**config.mk**
```make
export PLATFORM = sky130hd
export DESIGN_NAME = calc_controller
export DESIGN_NICKNAME = d
export VERILOG_FILES = /design/src/rtl/calc_pkg.sv /design/src/rtl/calc_controller_btn_debounce.sv /design/src/rtl/calc_controller.sv
export SDC_FILE = /design/constraint.sdc
export NUM_CORES = 1
export LEC_CHECK = 0
export ABC_CLOCK_PERIOD_IN_PS = 7460
export CAP_MARGIN = 20
export CORE_MARGIN = 4
export CORE_UTILIZATION = 64
export CTS_CLUSTER_SIZE = 20
export DETAILED_ROUTE_END_ITERATION = 10
export GPL_TIMING_DRIVEN = 0
export PLACE_DENSITY = 0.82
export SYNTH_ARGS = -nofsm -noshare
export SYNTH_HDL_FRONTEND = slang
export SYNTH_SLANG_ARGS = --single-unit
```
**constraint.sdc**
```tcl
create_clock -name clk -period 7.46 [get_ports clk]
set_clock_uncertainty 0.1 [all_clocks]
set_input_delay 0.746 -clock clk [delete_from_list [all_inputs] [get_ports clk]]
set_output_delay 0.746 -clock clk [all_outputs]
set_load 0.01 [all_outputs]
```
**src/rtl/calc_pkg.sv**
```systemverilog
// +----------------------------------------------------------------------+
// | calc_pkg: shared op, sequencer and power encodings for calc_controller|
// | Revision: 1.0                                                        |
// +----------------------------------------------------------------------+
`default_nettype none

package calc_pkg;

    localparam logic [1:0] OP_NONE = 2'b00;
    localparam logic [1:0] OP_MULT = 2'b01;
    localparam logic [1:0] OP_SOMA = 2'b10;
    localparam logic [1:0] OP_SUBT = 2'b11;

    typedef enum logic [2:0] {
        SEQ_IDLE     = 3'd0,
        SEQ_START    = 3'd1,
        SEQ_WAIT_ULA = 3'd2,
        SEQ_LCD_REQ  = 3'd3,
        SEQ_LCD_WAIT = 3'd4
    } seq_state_t;

    typedef enum logic {
        PWR_OFF = 1'b0,
        PWR_ON  = 1'b1
    } pwr_state_t;

    // Rising-edge vector is {subt, soma, mult}; lower index wins.
    function automatic logic [1:0] op_select(input logic [2:0] rise);
        logic [1:0] op;
        op = OP_NONE;
        if (rise[0]) begin
            op = OP_MULT;
        end else if (rise[1]) begin
            op = OP_SOMA;
        end else if (rise[2]) begin
            op = OP_SUBT;
        end
        return op;
    endfunction

endpackage

`default_nettype wire

```
**src/rtl/calc_controller_btn_debounce.sv**
```systemverilog
// +----------------------------------------------------------------------+
// | btn_debounce: 2-FF synchronizer followed by a stability counter      |
// | Revision: 1.0                                                        |
// +----------------------------------------------------------------------+
`default_nettype none

module btn_debounce #(
    parameter int DB_CYC = 1000,
    parameter int CNT_W  = 16
) (
    input  logic clk,
    input  logic rst_n,
    input  logic btn_raw,
    output logic btn_db
);

    localparam logic [CNT_W-1:0] DB_THR  = CNT_W'(DB_CYC);
    localparam logic [CNT_W-1:0] CNT_ONE = CNT_W'(1);

    logic             sync1_q;
    logic             sync2_q;
    logic             level_q;
    logic             level_d;
    logic [CNT_W-1:0] cnt_q;
    logic [CNT_W-1:0] cnt_d;

    // Counter only runs while the synchronized sample disagrees with the level.
    always_comb begin
        level_d = level_q;
        cnt_d   = '0;
        if (sync2_q != level_q) begin
            if (cnt_q + CNT_ONE >= DB_THR) begin
                level_d = sync2_q;
            end else begin
                cnt_d = cnt_q + CNT_ONE;
            end
        end
    end

    always_ff @(posedge clk or negedge rst_n) begin
        if (!rst_n) begin
            sync1_q <= 1'b0;
            sync2_q <= 1'b0;
            level_q <= 1'b0;
            cnt_q   <= '0;
        end else begin
            sync1_q <= btn_raw;
            sync2_q <= sync1_q;
            level_q <= level_d;
            cnt_q   <= cnt_d;
        end
    end

    assign btn_db = level_q;

endmodule

`default_nettype wire

```
**src/rtl/calc_controller.sv**
```systemverilog
// +----------------------------------------------------------------------+
// | calc_controller: button debounce, power state and ULA/LCD sequencer  |
// | Optional ULA timeout with sticky ula_err: CALC_ULA_TIMEOUT_EN        |
// | Revision: 1.0                                                        |
// +----------------------------------------------------------------------+
`default_nettype none

module calc_controller
    import calc_pkg::*;
#(
    parameter int DB_CYC      = 1000,
    parameter int PWR_ON_CYC  = 50000,
    parameter int PWR_OFF_CYC = 25000,
    parameter int CNT_W       = 16
`ifdef CALC_ULA_TIMEOUT_EN
    ,
    parameter int TIMEOUT_CYC = 1024
`endif
) (
    input  logic       clk,
    input  logic       rst_n,
    input  logic       botao_1,
    input  logic       botao_2,
    input  logic       botao_3,
    input  logic       botao_4,
    output logic [1:0] ula_op,
    output logic       ula_start,
    input  logic       ula_done,
    output logic       lcd_req,
    input  logic       lcd_ack,
    output logic       power_on,
    output logic       busy
`ifdef CALC_ULA_TIMEOUT_EN
    ,
    output logic       ula_err
`endif
);

    localparam logic [CNT_W-1:0] ON_THR  = CNT_W'(PWR_ON_CYC);
    localparam logic [CNT_W-1:0] OFF_THR = CNT_W'(PWR_OFF_CYC);
    localparam logic [CNT_W-1:0] CNT_ONE = CNT_W'(1);

    logic [3:0] btn_raw;
    logic [3:0] btn_db;

    assign btn_raw = {botao_4, botao_3, botao_2, botao_1};

    for (genvar i = 0; i < 4; i++) begin : g_btn
        btn_debounce #(
            .DB_CYC (DB_CYC),
            .CNT_W  (CNT_W)
        ) u_db (
            .clk     (clk),
            .rst_n   (rst_n),
            .btn_raw (btn_raw[i]),
            .btn_db  (btn_db[i])
        );
    end

    pwr_state_t       pwr_q;
    pwr_state_t       pwr_d;
    logic             armed_q;
    logic             armed_d;
    logic [CNT_W-1:0] hold_q;
    logic [CNT_W-1:0] hold_d;
    logic [CNT_W-1:0] hold_thr;
    logic             pwr_off_evt;
    logic             pwr_ok;

    logic [2:0]       op_prev_q;
    logic [2:0]       op_rise;

    seq_state_t       seq_q;
    seq_state_t       seq_d;
    logic [1:0]       op_q;
    logic [1:0]       op_d;
    logic             start_q;
    logic             start_d;
    logic             lcd_req_q;
    logic             lcd_req_d;
    logic             busy_q;
    logic             busy_d;

`ifdef CALC_ULA_TIMEOUT_EN
    localparam int             TO_W   = $clog2(TIMEOUT_CYC + 1);
    localparam logic [TO_W-1:0] TO_THR = TO_W'(TIMEOUT_CYC);
    localparam logic [TO_W-1:0] TO_ONE = TO_W'(1);

    logic [TO_W-1:0] to_q;
    logic [TO_W-1:0] to_d;
    logic            err_q;
    logic            err_d;
`endif

    assign op_rise  = btn_db[2:0] & ~op_prev_q;
    assign hold_thr = (pwr_q == PWR_ON) ? OFF_THR : ON_THR;

    // Hold counter only runs while armed, so one continuous press toggles once.
    always_comb begin
        pwr_d       = pwr_q;
        armed_d     = armed_q;
        hold_d      = hold_q;
        pwr_off_evt = 1'b0;
        if (!btn_db[3]) begin
            hold_d  = '0;
            armed_d = 1'b1;
        end else if (armed_q) begin
            if (hold_q + CNT_ONE >= hold_thr) begin
                pwr_d       = (pwr_q == PWR_ON) ? PWR_OFF : PWR_ON;
                hold_d      = '0;
                armed_d     = 1'b0;
                pwr_off_evt = (pwr_q == PWR_ON);
            end else begin
                hold_d = hold_q + CNT_ONE;
            end
        end
    end

    // The cycle that turns power off already forces the sequencer back to IDLE.
    assign pwr_ok = (pwr_q == PWR_ON) && !pwr_off_evt;

    always_comb begin
        seq_d = seq_q;
        op_d  = op_q;
`ifdef CALC_ULA_TIMEOUT_EN
        to_d  = '0;
        err_d = err_q;
`endif
        if (!pwr_ok) begin
            seq_d = SEQ_IDLE;
            op_d  = OP_NONE;
`ifdef CALC_ULA_TIMEOUT_EN
            err_d = 1'b0;
`endif
        end else begin
            case (seq_q)
                SEQ_IDLE: begin
                    if (|op_rise) begin
                        op_d  = op_select(op_rise);
                        seq_d = SEQ_START;
`ifdef CALC_ULA_TIMEOUT_EN
                        err_d = 1'b0;
`endif
                    end
                end
                SEQ_START: begin
                    seq_d = SEQ_WAIT_ULA;
                end
                SEQ_WAIT_ULA: begin
                    if (ula_done) begin
                        seq_d = SEQ_LCD_REQ;
                    end
`ifdef CALC_ULA_TIMEOUT_EN
                    else if (to_q + TO_ONE >= TO_THR) begin
                        seq_d = SEQ_IDLE;
                        err_d = 1'b1;
                    end else begin
                        to_d = to_q + TO_ONE;
                    end
`endif
                end
                SEQ_LCD_REQ: begin
                    if (lcd_ack) begin
                        seq_d = SEQ_LCD_WAIT;
                    end
                end
                SEQ_LCD_WAIT: begin
                    if (!lcd_ack) begin
                        seq_d = SEQ_IDLE;
                    end
                end
                default: begin
                    seq_d = SEQ_IDLE;
                end
            endcase
        end
    end

    // Outputs are registered copies of the next-state decode.
    always_comb begin
        start_d   = (seq_d == SEQ_START);
        lcd_req_d = (seq_d == SEQ_LCD_REQ);
        busy_d    = (seq_d != SEQ_IDLE);
    end

    always_ff @(posedge clk or negedge rst_n) begin
        if (!rst_n) begin
            pwr_q     <= PWR_OFF;
            armed_q   <= 1'b0;
            hold_q    <= '0;
            op_prev_q <= '0;
            seq_q     <= SEQ_IDLE;
            op_q      <= OP_NONE;
            start_q   <= 1'b0;
            lcd_req_q <= 1'b0;
            busy_q    <= 1'b0;
`ifdef CALC_ULA_TIMEOUT_EN
            to_q      <= '0;
            err_q     <= 1'b0;
`endif
        end else begin
            pwr_q     <= pwr_d;
            armed_q   <= armed_d;
            hold_q    <= hold_d;
            op_prev_q <= btn_db[2:0];
            seq_q     <= seq_d;
            op_q      <= op_d;
            start_q   <= start_d;
            lcd_req_q <= lcd_req_d;
            busy_q    <= busy_d;
`ifdef CALC_ULA_TIMEOUT_EN
            to_q      <= to_d;
            err_q     <= err_d;
`endif
        end
    end

    assign ula_op    = op_q;
    assign ula_start = start_q;
    assign lcd_req   = lcd_req_q;
    assign busy      = busy_q;
    assign power_on  = (pwr_q == PWR_ON);
`ifdef CALC_ULA_TIMEOUT_EN
    assign ula_err   = err_q;
`endif

endmodule

`default_nettype wire

```
Word level (Yosys, flattened, before mapping)
Cells that the tools add are included.
- word-level logic and storage cells: 92
- register bits after elaboration: 105
- add/subtract/negate cells: 5
- multiplexer cells: 31
- $lt $le $gt $ge: 5
- reductions and logical operators: 11
- eq/ne operators: 13
- bitwise operators: 2
- operators with widths (kind ; count):
    16-bit 2-to-1 mux ; 12
    16-bit by 1-bit adder with 16-bit output, second input constant ; 5
    16-bit by 10-bit >= comparator with 1-bit output, second input constant ; 4
    16-bit >= comparator ; 1
    3-bit 2-to-1 mux ; 5
    3-bit one-hot mux with 5 select lines ; 1
    2-bit 2-to-1 mux ; 6
    2-bit AND reduction ; 5
    3-bit by 2-bit equality test with 1-bit output, second input constant ; 3
    1-bit 2-to-1 mux ; 7
    3-bit by 1-bit equality test with 1-bit output, second input constant ; 2
    1-bit inequality test ; 4
    2-bit by 1-bit inequality test with 1-bit output, second input constant ; 2
    3-bit AND ; 1
    3-bit equality test, second input constant ; 1
    3-bit logical NOT ; 1
    3-bit NOT ; 1
    3-bit AND reduction ; 1
    3-bit nonzero test ; 1
    3-bit OR reduction ; 1
    2-bit inequality test, second input constant ; 1
    1-bit logical AND ; 1
    1-bit logical NOT ; 1

Longest topological paths before layout
- depth after elaboration: 9
- gate-level depth with buffers: 14
- depth with buffers taken out: 12

Cells and area by module
A second synthesis with hierarchy kept.
- cell total of the unflattened synthesis: 548
- area total of the unflattened synthesis: 5675.4 sq um
- modules (own cells, without submodules) (module ; cells each ; area each (sq um) ; instances ; seq. area each (sq um)):
    btn_debounce at g_btn[0].u_db ... ; 89 ; 980.9 ; 3 ; 475.5
    calc_controller ; 192 ; 1755.4 ; 1 ; 725.7
    btn_debounce at g_btn[3].u_db ; 89 ; 977.2 ; 1 ; 475.5

Worst setup path before layout
Ideal clock, no wire load.
- path type: reg2reg
- start point: reg hold_q[3]
- end point: reg hold_q[4]
- cell stages (with the launch flop): 14
- path slack: 4527 ps
- setup time: 78 ps
- arrival: 2755 ps
- path buffers: 2
- cell sequence: dfrtp_1 > nand4_2 > clkbuf_1 > nor3_1 > nand4_1 > xnor2_1 > ha_1 > nand2b_1 > mux2i_1 > o21a_1 > a311oi_4 > buf_6 > nand3_1 > a21boi_1
- longest elaborated chain between the ends: 5
- ends and longest elaborated chain (what ; line ; RTL):
    start: declaration ; calc_controller.sv:64 ; logic [CNT_W-1:0] hold_q;
    start signal: assignment ; calc_controller.sv:204 ; hold_q <= hold_d;
    16-bit by 1-bit adder with 16-bit output * ; calc_controller.sv:108, calc_controller.sv:114 ;
    16-bit >= comparator ; calc_controller.sv:108 ; if (hold_q + CNT_ONE >= hold_thr) begin
    16-bit 2-to-1 mux * ; calc_controller.sv:108 ;
    16-bit 2-to-1 mux * ; calc_controller.sv:107 ; end else if (armed_q) begin
    16-bit 2-to-1 mux * ; calc_controller.sv:104 ; if (!btn_db[3]) begin
Every way passes the cells marked *; elsewhere a longest branch is shown, timed or not. The select of a mux whose other input is x is not followed.
A chain may end at the register's enable or synchronous reset.

Final worst setup path
- start point: reg hold_q[3]
- end point: reg hold_q[15]
The elaborated chain is that of the path after synthesis.

==> flow_metrics.tcl <==
set metrics [dict create \
    clk_latency_ns 0.36 \
    ys.flop_type "dfrtp_1" \
    highest_layer "met4" \
    grt_pass1_vias 3852 \
    n_antenna_cell 0 \
    dp_slack_ns 3.92 \
    ys_top_cells_by_area "dfrtp_1, nor2_1, xnor2_1" \
    worst-r2r-setup-slack_ns 3.91 \
    clk_pin_slew_ns 0.10 \
    pwr-share-seq 0.616 \
    fmax_ghz 0.282 \
    antenna_found_initial 0 \
    switching_power_mw 0.230 \
    synth_cells 552 \
    gp_congestion 0.871 \
    startpoint_type "register" \
    dr_wl_met3_um 321 \
    cts_setup_buffers 0 \
    drtIter0Drc 223 \
    endpoint_kind "register" \
    vias 4012 \
    std_cell_rows 33 \
    core_area_mm2 0.00822 \
    peakVddDrop_mv 0.121 \
    fillers 606 \
    synth_enable_flop_cells 0 \
    power_leakage_nw 2.45 \
    final.min_clock_period_ns 3.55 \
    clkSinkCount 105 \
    drt_pass1_iterations 4 \
    overflow 0 \
    critPathRequiredTime_ns 7.65 \
    grt_max_degree 68 \
    clkPwrFrac 0.342 \
    syn_area_mm2 0.00541 \
    die-width_um 100 \
    synth-seq-area-share 0.486 \
    io_buffers 13 \
    cts_hold_buffers 0 \
    relSlewSlack 0.582 \
    final.period_utilization 0.476 \
    setup_ws_ns 3.91 \
    dp_hpwl_um 6830 \
    die_h_um 100 \
    critPathMaxStageDelay_ns 0.59 \
    cp.arrival_ns 3.74 \
    finalPower_mw 0.957 \
    wl_met2_um 4680 \
    synth-async-reset-ratio 1.00 \
    cts-buffers-inserted 9 \
    synthToLayoutAreaGrowth_pct 10.4 \
    grt_pass1_wl_um 16600 \
    worstHoldPathType "in2async" \
    track_usage 0.203 \
    htreeDepth 3 \
    clk_path_buf_depth 2 \
    crit_slowest_cell "a311oi_4" \
    root_buffer "clkbuf_8" \
    path_class "reg2reg" \
    p_sw_frac 0.240 \
    layout-drive-gt1-share 0.0694 \
    drt-met1-wl_um 4300 \
    yosysTopAreaCellShare 0.486 \
    ys_warn_count 0 \
    place_area_mm2 0.00578 \
    nets 625 \
    wire_per_inst_um 13.2 \
    final_cell_area_mm2 0.00597 \
    drt-total-wl_um 9410 \
    comb_power_share 0.042 \
    setup_viol 0 \
    die_area_mm2 0.00999 \
    status "finished, final reports clean" \
    drv_slew 0 \
    cap_violations 0 \
    cts_resized 0 \
    synth_cell_type_count 61 \
    power_per_cell_area_mw_per_mm2 160 \
    synth_top_cell_by_area "dfrtp_1" \
    synth_most_common_cell "dfrtp_1" \
    ant_nets 0 \
    syn_avg_cell_area_um2 9.80 \
    ys_ff_latch 105 \
    tritoncts "yes" \
    crit_fanout 10 \
    finalSetupTns_ns 0 \
    worst_pin_slew_ns 0.627 \
    drcViolationCount 0 \
    internal-power_mw 0.728 \
    start_util 0.659 \
    crit_chain "nand4_2, clkbuf_1, nor3_1, nand4_1, xnor2_1, ha_1, nand2b_1, mux2i_1, o21a_1, a311oi_4, buf_6, nand3_1, a21boi_1" \
    rsz0062_at_grt "no" \
    io_pins 14 \
    hold_violations 0 \
    vias_per_cell 5.65 \
    yosys-top-cells-count "dfrtp_1, nor2_1, nand2_1, nand3_1, xnor2_1" \
]
[per-stage QoR]
stage,instances,util,hold WS (ns)
after global placement,693,0.701,0.233
after CTS,710,0.727,0.255
after detailed placement,694,0.704,0.235
after floorplan,575,-,0.231
after global routing,710,0.727,0.247
final,710,0.727,0.246
[flip-flops by register name (all words and copies together), names as in the netlist]
register,count
g_btn.u_db.sync1_q,4
ula_op,2
ula_start,1
armed_q,1
op_prev_q,3
lcd_req,1
busy,1
power_on,1
g_btn.u_db.sync2_q,4
g_btn.u_db.btn_db,4
seq_q,3
g_btn.u_db.cnt_q,64
hold_q,16
[final cells by class]
class	instances	area, um^2	area share
Clock inverter	6	61.3	0.0103
Inverter	14	52.6	0.00880
Multi-Input combinational cell	433	2710	0.454
Timing Repair Buffer	14	155	0.0260
Tap cell	105	131	0.0220
Buffer	23	104	0.0174
Clock buffer	10	128	0.0214
Sequential cell	105	2630	0.440
[metal layers]
layer | global-route usage | vias to the layer above
li1 | - | 2016
met1 | 0.254 | 1934
met2 | 0.351 | 48
met3 | 0.0459 | 14
met4 | 0.0599 | 0
met5 | 0 | -
[path summary, 6_finish.rpt]
check | startpoint | endpoint | depth (start not counted)
worst max-delay path | hold_q[3] | hold_q[15] | 13
worst min-delay path | rst_n | hold_q[6] | 1
worst max register to register | hold_q[3] | hold_q[15] | 13
worst min register to register | g_btn[0].u_db.sync1_q | g_btn[0].u_db.sync2_q | 0
max in group asynchronous | rst_n | seq_q[0] | 2
min in group clk | g_btn[0].u_db.sync1_q | g_btn[0].u_db.sync2_q | 0
[critical path, delay by kind of cell, from the launching register on]
family                     cells  cell delay, ns
muxes                          1            0.12
AOI/OAI and AO/OA              3            0.91
xor gates and xnor gates       1            0.22
DFF                            1            0.46
and+or+nand+nor                5            0.90
adders and majority gates      1            0.28
buffers and inverters          2            0.48
[power groups by stage]
stage / sequential, mW / combinational, mW / clock (mW)
floorplan: 0.599 / 0.0203 / 0
global placement: 0.601 / 0.0375 / 0
detailed placement: 0.601 / 0.0407 / 0
CTS: 0.590 / 0.0409 / 0.340
global route: 0.592 / 0.0461 / 0.369
finish: 0.590 / 0.0400 / 0.327
[layout by cell type (no fill, tap or decap), drive strengths merged, types with 18 or more instances in the layout]
cell type,synthesis,routed
nand2,51,51
xor2,19,19
xnor2,29,29
nand3,35,35
nor3,18,18
conb,1,24
nor2,68,68
dfrtp,105,105
clkbuf,15,25
o21ai,18,18
[kinds of logic after synthesis]
logic type | synth area share
AND/OR/NAND/NOR | 0.235
adder cells (fa/ha/maj) | 0.0393
multiplexers | 0.0238
buffers and inverters | 0.0289
flip-flops | 0.486
XOR/XNOR | 0.0777
AO/OA/AOI/OAI | 0.109
other | 0.000693
Power figures use the tool's default switching activity.
